## src/rtl/seg_scan_driver.sv

```systemverilog
// Purpose : six-digit seven-segment scan driver with per-slot blanking, 4-bit PWM dimming and frame-synchronous input snapshot.
// Latency : all outputs registered; pins reflect the state/cnt/idx computed on the same clock edge.
// Backpr. : none; the display inputs are sampled, never stalled, and only captured at frame boundaries.
//
// Ports:
//   clk          system clock, all logic on posedge
//   rst          asynchronous active-high reset; blanks the outputs immediately
//   en           scan enable; low blanks the display and parks the FSM in IDLE
//   disp0..disp5 active-low segment patterns (bit7 = decimal point); disp0 is the rightmost digit
//   brightness   PWM duty, 0 = off, 15 = fully on; sampled live every cycle
//   lamp_test    forces every segment on during DRIVE (only when SEG_SCAN_LAMP_TEST_EN is defined)
//   seg_n        shared active-low segment bus
//   dig_en_n     active-low digit enables, at most one bit low; bit i selects digit i
//   frame_tick   one-cycle pulse after the edge where the scan wraps from digit 5 to digit 0
//
// Build option: define SEG_SCAN_LAMP_TEST_EN to add the lamp_test port and its override.

module seg_scan_driver #(
   parameter int CLK_DIV      = 50000,  // clock cycles per digit slot, >= 2
   parameter int BLANK_CYCLES = 16      // blanked cycles at slot start, 1 <= BLANK_CYCLES < CLK_DIV
) (
   input  logic       clk,
   input  logic       rst,
   input  logic       en,
   input  logic [7:0] disp0,
   input  logic [7:0] disp1,
   input  logic [7:0] disp2,
   input  logic [7:0] disp3,
   input  logic [7:0] disp4,
   input  logic [7:0] disp5,
   input  logic [3:0] brightness,
`ifdef SEG_SCAN_LAMP_TEST_EN
   input  logic       lamp_test,
`endif
   output logic [7:0] seg_n,
   output logic [5:0] dig_en_n,
   output logic       frame_tick
);

   localparam int CW = (CLK_DIV > 1) ? $clog2(CLK_DIV) : 1;
   localparam logic [CW-1:0] CNT_LAST  = CW'(CLK_DIV - 1);
   localparam logic [CW-1:0] BLANK_END = CW'(BLANK_CYCLES);

   typedef enum logic [1:0] {
      IDLE  = 2'd0,
      BLANK = 2'd1,
      DRIVE = 2'd2
   } state_t;

   state_t          state, state_nx;
   logic [CW-1:0]   cnt, cnt_nx;
   logic [2:0]      idx, idx_nx;
   logic [3:0]      pwm, pwm_nx;
   logic            capture;
   logic            tick_nx;

   // Frame snapshot of the six patterns; entry i feeds digit i.
   logic [5:0][7:0] shadow;

   logic [7:0]      pattern;
   logic [7:0]      seg_nx;
   logic [5:0]      dig_nx;
   logic [5:0]      dig_sel_n;
   logic            pwm_on;
   logic            force_on;

   // ------------------------------------------------------------------
   // Next-state logic: slot counter, digit index, PWM phase, capture.
   // ------------------------------------------------------------------
   always_comb begin
      state_nx = state;
      cnt_nx   = cnt;
      idx_nx   = idx;
      pwm_nx   = pwm;
      capture  = 1'b0;
      tick_nx  = 1'b0;

      if (!en) begin
         state_nx = IDLE;
         cnt_nx   = '0;
         idx_nx   = 3'd0;
         pwm_nx   = 4'd0;
      end else if (state == IDLE) begin
         // Scan always restarts on digit 0 with a fresh snapshot; no frame_tick here.
         state_nx = BLANK;
         cnt_nx   = '0;
         idx_nx   = 3'd0;
         pwm_nx   = 4'd0;
         capture  = 1'b1;
      end else begin
         if (cnt == CNT_LAST) begin
            cnt_nx = '0;
            if (idx == 3'd5) begin
               idx_nx  = 3'd0;
               capture = 1'b1;
               tick_nx = 1'b1;
            end else begin
               idx_nx = idx + 3'd1;
            end
         end else begin
            cnt_nx = cnt + 1'b1;
         end

         // The phase is decided from the counter value the slot is about to
         // hold, so the registered pins line up with cnt without an extra stage.
         if (cnt_nx < BLANK_END) begin
            state_nx = BLANK;
            pwm_nx   = 4'd0;
         end else begin
            state_nx = DRIVE;
            // First drive cycle of a slot starts the PWM phase at 0.
            pwm_nx   = (state == DRIVE) ? pwm + 4'd1 : 4'd0;
         end
      end
   end

   // ------------------------------------------------------------------
   // Output decode for the upcoming cycle.
   // ------------------------------------------------------------------
   always_comb begin
      pattern = 8'hFF;
      case (idx_nx)
         3'd0:    pattern = shadow[0];
         3'd1:    pattern = shadow[1];
         3'd2:    pattern = shadow[2];
         3'd3:    pattern = shadow[3];
         3'd4:    pattern = shadow[4];
         3'd5:    pattern = shadow[5];
         default: pattern = 8'hFF;
      endcase
   end

   always_comb begin
      dig_sel_n = ~(6'b00_0001 << idx_nx);
      pwm_on    = (brightness == 4'hF) || (pwm_nx < brightness);
`ifdef SEG_SCAN_LAMP_TEST_EN
      force_on  = lamp_test;
`else
      force_on  = 1'b0;
`endif
   end

   always_comb begin
      seg_nx = 8'hFF;
      dig_nx = 6'h3F;
      // A capture edge always lands on cnt 0, which is BLANK, so reading the
      // current shadow here never misses a just-captured pattern.
      if (state_nx == DRIVE) begin
         if (force_on) begin
            seg_nx = 8'h00;
            dig_nx = dig_sel_n;
         end else begin
            seg_nx = pattern;
            if (pwm_on) begin
               dig_nx = dig_sel_n;
            end
         end
      end
   end

   // ------------------------------------------------------------------
   // State and output registers.
   // ------------------------------------------------------------------
   always_ff @(posedge clk or posedge rst) begin
      if (rst) begin
         state      <= IDLE;
         cnt        <= '0;
         idx        <= 3'd0;
         pwm        <= 4'd0;
         shadow     <= {6{8'hFF}};
         seg_n      <= 8'hFF;
         dig_en_n   <= 6'h3F;
         frame_tick <= 1'b0;
      end else begin
         state      <= state_nx;
         cnt        <= cnt_nx;
         idx        <= idx_nx;
         pwm        <= pwm_nx;
         seg_n      <= seg_nx;
         dig_en_n   <= dig_nx;
         frame_tick <= tick_nx;
         if (capture) begin
            shadow <= {disp5, disp4, disp3, disp2, disp1, disp0};
         end
      end
   end

endmodule

```

## config.mk

```make
export PLATFORM = sky130hd
export DESIGN_NAME = seg_scan_driver
export DESIGN_NICKNAME = d
export VERILOG_FILES = /design/src/rtl/seg_scan_driver.sv
export SDC_FILE = /design/constraint.sdc
export NUM_CORES = 1
export LEC_CHECK = 0
export BUFFER_PORTS_ARGS = -buffer_cell sky130_fd_sc_hd__buf_2
export CAP_MARGIN = 20
export CORE_MARGIN = 3
export CORE_UTILIZATION = 56
export DETAILED_ROUTE_END_ITERATION = 7
export MAX_ROUTING_LAYER = met4
export PLACE_DENSITY = 0.84
export SYNTH_ARGS = -nofsm -noshare
export SYNTH_HDL_FRONTEND = slang
export SYNTH_SLANG_ARGS = --single-unit
```

## constraint.sdc

```tcl
create_clock -name clk -period 3.67 [get_ports clk]
set_input_delay 0.367 -clock clk [delete_from_list [all_inputs] [get_ports clk]]
set_output_delay 0.367 -clock clk [all_outputs]
set_load 0.005 [all_outputs]
```

==> impl_results.html <==
<table>
<tr><th>Metric</th><th>Value</th></tr>
<tr><th colspan="2">Setup path</th></tr>
<tr><td>Data arrival time of the critical path</td><td>3.66 ns</td></tr>
<tr><td>CP max FO</td><td>8</td></tr>
<tr><td>CP delay by family, top</td><td>simple AND/OR/NAND/NOR gates</td></tr>
<tr><td>Nature of the critical path endpoint</td><td>flip-flop</td></tr>
<tr><td>Worst path buffer plus inverter count</td><td>0</td></tr>
<tr><td>Critical path cell sequence</td><td>nand4_4 &gt; or4_4 &gt; a22oi_1 &gt; o2111ai_1 &gt; or3_1 &gt; and4_1 &gt; ha_1 &gt; a211oi_1 &gt; o21ai_0 &gt; o22ai_2 &gt; nand4_1</td></tr>
<tr><td>Delay of the slowest cell on the worst path</td><td>about 0.58 ns</td></tr>
<tr><td>Type of the worst setup path</td><td>reg2reg</td></tr>
<tr><td>Required time of the critical path</td><td>~4 ns</td></tr>
<tr><td>Launching element type of the critical path</td><td>flip-flop</td></tr>
<tr><td>Cell with the largest stage delay on the worst path</td><td>sky130_fd_sc_hd__or4_4</td></tr>
<tr><th colspan="2">Die</th></tr>
<tr><td>Starting density of the core</td><td>0.582</td></tr>
<tr><td>DIE WIDTH</td><td>93.1 um</td></tr>
<tr><td>Ports placed on the boundary</td><td>70</td></tr>
<tr><td>Vertical die dimension</td><td>approximately 93 um</td></tr>
<tr><td>Die Footprint</td><td>just under 0.009 mm2</td></tr>
<tr><td>Placeable Area</td><td>about 0.0073 mm2</td></tr>
<tr><td>Total number of placement rows</td><td>31</td></tr>
<tr><th colspan="2">Global routing</th></tr>
<tr><td>Via count of the first global-routing pass</td><td>about 3000</td></tr>
<tr><td>Largest net degree at the start of global routing</td><td>53</td></tr>
<tr><td>Total global-route track usage</td><td>0.220</td></tr>
<tr><td>First-pass GRT wire length</td><td>~15 mm</td></tr>
<tr><td>Antenna violations before repair</td><td>0</td></tr>
<tr><td>Total congestion overflow</td><td>0</td></tr>
<tr><th colspan="2">STA</th></tr>
<tr><td>Final worst path period share</td><td>0.931</td></tr>
<tr><td>Worst hold margin</td><td>between 0.15 and 0.2 ns</td></tr>
<tr><td>Clk_skew</td><td>0.0101 ns</td></tr>
<tr><td>Endpoints failing setup</td><td>0</td></tr>
<tr><td>Pins over their slew limit</td><td>0</td></tr>
<tr><td>Worst max-slew margin expressed relative to the limit</td><td>0.445</td></tr>
<tr><td>Setup slack after layout</td><td>0.252 ns</td></tr>
<tr><td>F_max</td><td>293 MHz</td></tr>
<tr><td>Setup repair after global routing missed its margin</td><td>false</td></tr>
<tr><td>Number of hold violations in the final report</td><td>0</td></tr>
<tr><td>Post-layout minimum cycle time</td><td>roughly 3.4 ns</td></tr>
<tr><td>Slew at the pin with the worst max-slew slack</td><td>~0.83 ns</td></tr>
<tr><td>Aggregate negative setup slack</td><td>0 ns</td></tr>
<tr><th colspan="2">Routing</th></tr>
<tr><td>Count of unresolved DRC violations after routing</td><td>0</td></tr>
<tr><td>First-pass DRT Iterations</td><td>4</td></tr>
<tr><td>Final Routed Wirelength</td><td>a little under 9 mm</td></tr>
<tr><td>Number of DRC markers after the initial detailed-route iteration</td><td>250</td></tr>
<tr><td>Number of nets with antenna violations after detailed routing</td><td>0</td></tr>
<tr><td>Final routed wire length divided by cell count</td><td>16.7 um</td></tr>
<tr><td>Total vias in the final route</td><td>around 3000</td></tr>
<tr><td>Via/cell ratio</td><td>5.67</td></tr>
<tr><th colspan="2">Clock network</th></tr>
<tr><td>Sinks on the clock net</td><td>just under 90</td></tr>
<tr><td>Post-CTS repair timing setup buffer count</td><td>0</td></tr>
<tr><td>Maximum clock path buffer count</td><td>2</td></tr>
<tr><td>Clock tree from TritonCTS</td><td>yes</td></tr>
<tr><td>Clk Latency, worst-skew pair</td><td>~0.35 ns</td></tr>
<tr><td>Clock slew at reported path FFs</td><td>0.09 ns</td></tr>
<tr><td>CTS hold repair buffers</td><td>0</td></tr>
<tr><td>Root buffer cell</td><td>sky130_fd_sc_hd__clkbuf_8</td></tr>
<tr><td>Number of gates resized after CTS</td><td>0</td></tr>
<tr><td>CTS Buf Count</td><td>9</td></tr>
<tr><td>Max H-tree Level</td><td>3</td></tr>
<tr><th colspan="2">Logic synthesis</th></tr>
<tr><td>Proportion of synthesized chip area in sequential cells</td><td>0.537</td></tr>
<tr><td>Syn_area_per_cell</td><td>between 10 and 15 um2</td></tr>
<tr><td>Post-synth EDFFs</td><td>0</td></tr>
<tr><td>Number of synthesis warnings</td><td>0</td></tr>
<tr><td>Async SR Flop Fraction</td><td>1.00</td></tr>
<tr><td>Synth unique cells</td><td>56</td></tr>
<tr><td>Combined area of all synthesized cells</td><td>about 0.0042 mm2</td></tr>
<tr><td>Synthesized net count</td><td>417</td></tr>
<tr><td>Number of register bits inferred by synthesis</td><td>88</td></tr>
<tr><td>Most used flip-flop cell after synthesis</td><td>sky130_fd_sc_hd__dfstp_2</td></tr>
<tr><td>Post-Syn Instances</td><td>roughly 360</td></tr>
<tr><th colspan="2">Power</th></tr>
<tr><td>Reported leakage power</td><td>1.95 nW</td></tr>
<tr><td>Largest voltage drop on the vdd net</td><td>~200 uV</td></tr>
<tr><td>Power per standard cell area</td><td>402 mW/mm2</td></tr>
<tr><th colspan="2">Flow run</th></tr>
<tr><td>Total of max-cap violations</td><td>0</td></tr>
<tr><th colspan="2">Placement</th></tr>
<tr><td>Setup slack at placement</td><td>roughly 0.16 ns</td></tr>
<tr><td>Final HPWL from detailed placement</td><td>around 6.3 mm</td></tr>
<tr><td>Routability-driven placement congestion ratio</td><td>0.996</td></tr>
<tr><td>Number of port buffers</td><td>around 70</td></tr>
<tr><td>Post-placement cell count</td><td>506</td></tr>
<tr><th colspan="2">Hold path</th></tr>
<tr><td>Hold/Removal Path Class</td><td>in2async</td></tr>
<tr><th colspan="2">Final layout</th></tr>
<tr><td>Final Instance Count excl. Fillers</td><td>about 520</td></tr>
<tr><td>Utilization after layout</td><td>0.665</td></tr>
<tr><td>Number of nets in the layout</td><td>478</td></tr>
<tr><td>Layout cell share with drive strength beyond 1</td><td>0.473</td></tr>
<tr><td>Commonest non-fill, non-tap cell in the layout</td><td>sky130_fd_sc_hd__buf_2</td></tr>
<tr><td>Synth-to-Final Area Change</td><td>14.3%</td></tr>
<tr><td>Most frequent cells in the layout</td><td>sky130_fd_sc_hd__buf_2, sky130_fd_sc_hd__dfstp_2, sky130_fd_sc_hd__mux2_2</td></tr>
<tr><td>Diodes inserted</td><td>0</td></tr>
<tr><th colspan="2">Run status</th></tr>
<tr><td>Run status</td><td>finished, final reports clean</td></tr>
</table>
[routing by layer]
| metal | up-vias | track usage | wire length [um] |
|---|---|---|---|
| li1 | 1418 | - | - |
| met4 | 0 | 0.0623 | 97 |
| met3 | 12 | 0.0410 | 451 |
| met2 | 88 | 0.341 | 4280 |
| met5 | - | - | 0 |
| met1 | 1443 | 0.300 | 3900 |
[metrics by stage]
step / total power (W) / instance area (um2)
after global routing: 0.00204 / 4850
after CTS: 0.00197 / 4820
after global placement: 0.00134 / 4640
after floorplan: 0.00128 / 4240
after detailed placement: 0.00136 / 4640
final: 0.00195 / 4850
[flip-flops by register name (all words and copies together) (netlist names)]
signal and flops:
shadow 48, cnt 16, seg_n 8, dig_en_n 6, pwm 4, idx 3
state 2, frame_tick 1
[synth_stat cells (2+ instances only)]
| library cell | n | area, um2 |
|---|---|---|
| sky130_fd_sc_hd__mux2_2 | 34 | 383 |
| sky130_fd_sc_hd__dfrtp_1 | 26 | 651 |
| sky130_fd_sc_hd__clkbuf_1 | 15 | 56.3 |
| sky130_fd_sc_hd__a21boi_1 | 2 | 15.0 |
| sky130_fd_sc_hd__nand2_1 | 17 | 63.8 |
| sky130_fd_sc_hd__nand3_1 | 14 | 70.1 |
| sky130_fd_sc_hd__o22ai_1 | 2 | 12.5 |
| sky130_fd_sc_hd__a31o_2 | 2 | 17.5 |
| sky130_fd_sc_hd__dfstp_2 | 62 | 1630 |
| sky130_fd_sc_hd__xor2_1 | 7 | 61.3 |
| sky130_fd_sc_hd__ha_1 | 5 | 62.6 |
| sky130_fd_sc_hd__nor2_1 | 26 | 97.6 |
| sky130_fd_sc_hd__nor3_1 | 2 | 10.0 |
| sky130_fd_sc_hd__or4_1 | 2 | 15.0 |
| sky130_fd_sc_hd__mux2i_1 | 9 | 90.1 |
| sky130_fd_sc_hd__a22oi_1 | 17 | 128 |
| sky130_fd_sc_hd__nor4_1 | 3 | 18.8 |
| sky130_fd_sc_hd__buf_6 | 3 | 33.8 |
| sky130_fd_sc_hd__o21ai_0 | 10 | 50.1 |
| sky130_fd_sc_hd__nor2b_1 | 3 | 18.8 |
| sky130_fd_sc_hd__and3_1 | 3 | 18.8 |
| sky130_fd_sc_hd__nand4_1 | 15 | 93.8 |
| sky130_fd_sc_hd__and4_1 | 5 | 43.8 |
| sky130_fd_sc_hd__nand3b_1 | 2 | 15.0 |
| sky130_fd_sc_hd__buf_2 | 5 | 25.0 |
| sky130_fd_sc_hd__xnor2_1 | 12 | 105 |
| sky130_fd_sc_hd__a31oi_1 | 2 | 12.5 |
| sky130_fd_sc_hd__inv_1 | 8 | 30.0 |
| sky130_fd_sc_hd__a21oi_1 | 3 | 15.0 |
| sky130_fd_sc_hd__mux2_1 | 15 | 169 |
[worst register-to-register path: cells and delay by family (launching register included)]
kind	cells	cell delay (ns)
AND/OR/NAND/NOR	5	1.53
flip-flops	1	0.51
adder cells (fa/ha/maj)	1	0.30
AO/OA/AOI/OAI	5	0.97
[worst paths after layout]
path	from	end	slack (ns)	cells after the start
worst max register to register	cnt[4]$_DFF_PP0_	dig_en_n[1]$_DFF_PP1_	0.25	11
worst min-delay path	rst	cnt[12]$_DFF_PP0_	0.15	2
max in group asynchronous	rst	shadow[7]$_DFFE_PP1P_	2.55	3
min in group clk	disp0[1]	shadow[1]$_DFFE_PP1P_	0.23	2
worst min register to register	cnt[0]$_DFF_PP0_	cnt[0]$_DFF_PP0_	0.49	1
worst max-delay path	cnt[4]$_DFF_PP0_	dig_en_n[1]$_DFF_PP1_	0.25	11
[final cells by class]
class                   instances  area, um2
flip-flops and latches         88       2280
inverters                       8       31.3
multi-input cells             236       1850
well taps                      99        124
clock buffers                   9        124
fillers                       593       2440
clock inverters                 7       56.3
repair buffers                 75        390
[power breakdown]
part	leakage [nW]	switching, W	internal (W)	total (W)
clock network	0.0955	0.000354	0.000254	0.000608
logic	0.842	0.0000912	0.000101	0.000192
registers	1.01	0.0000417	0.00111	0.00115
total	1.95	0.000487	0.00146	0.00195
[logic make-up (layout without fill, tap and decap cells)]
group,Yosys count,count (layout),synth area share
adder cells (fa/ha/maj),5,5,0.0147
flip-flops,88,88,0.537
XOR/XNOR,19,19,0.0392
AND/OR/NAND/NOR,103,103,0.135
multiplexers,58,58,0.151
buffers and inverters,33,99,0.0368
AO/OA/AOI/OAI,51,51,0.0858
No activity file was read; power rests on OpenSTA's default activity.
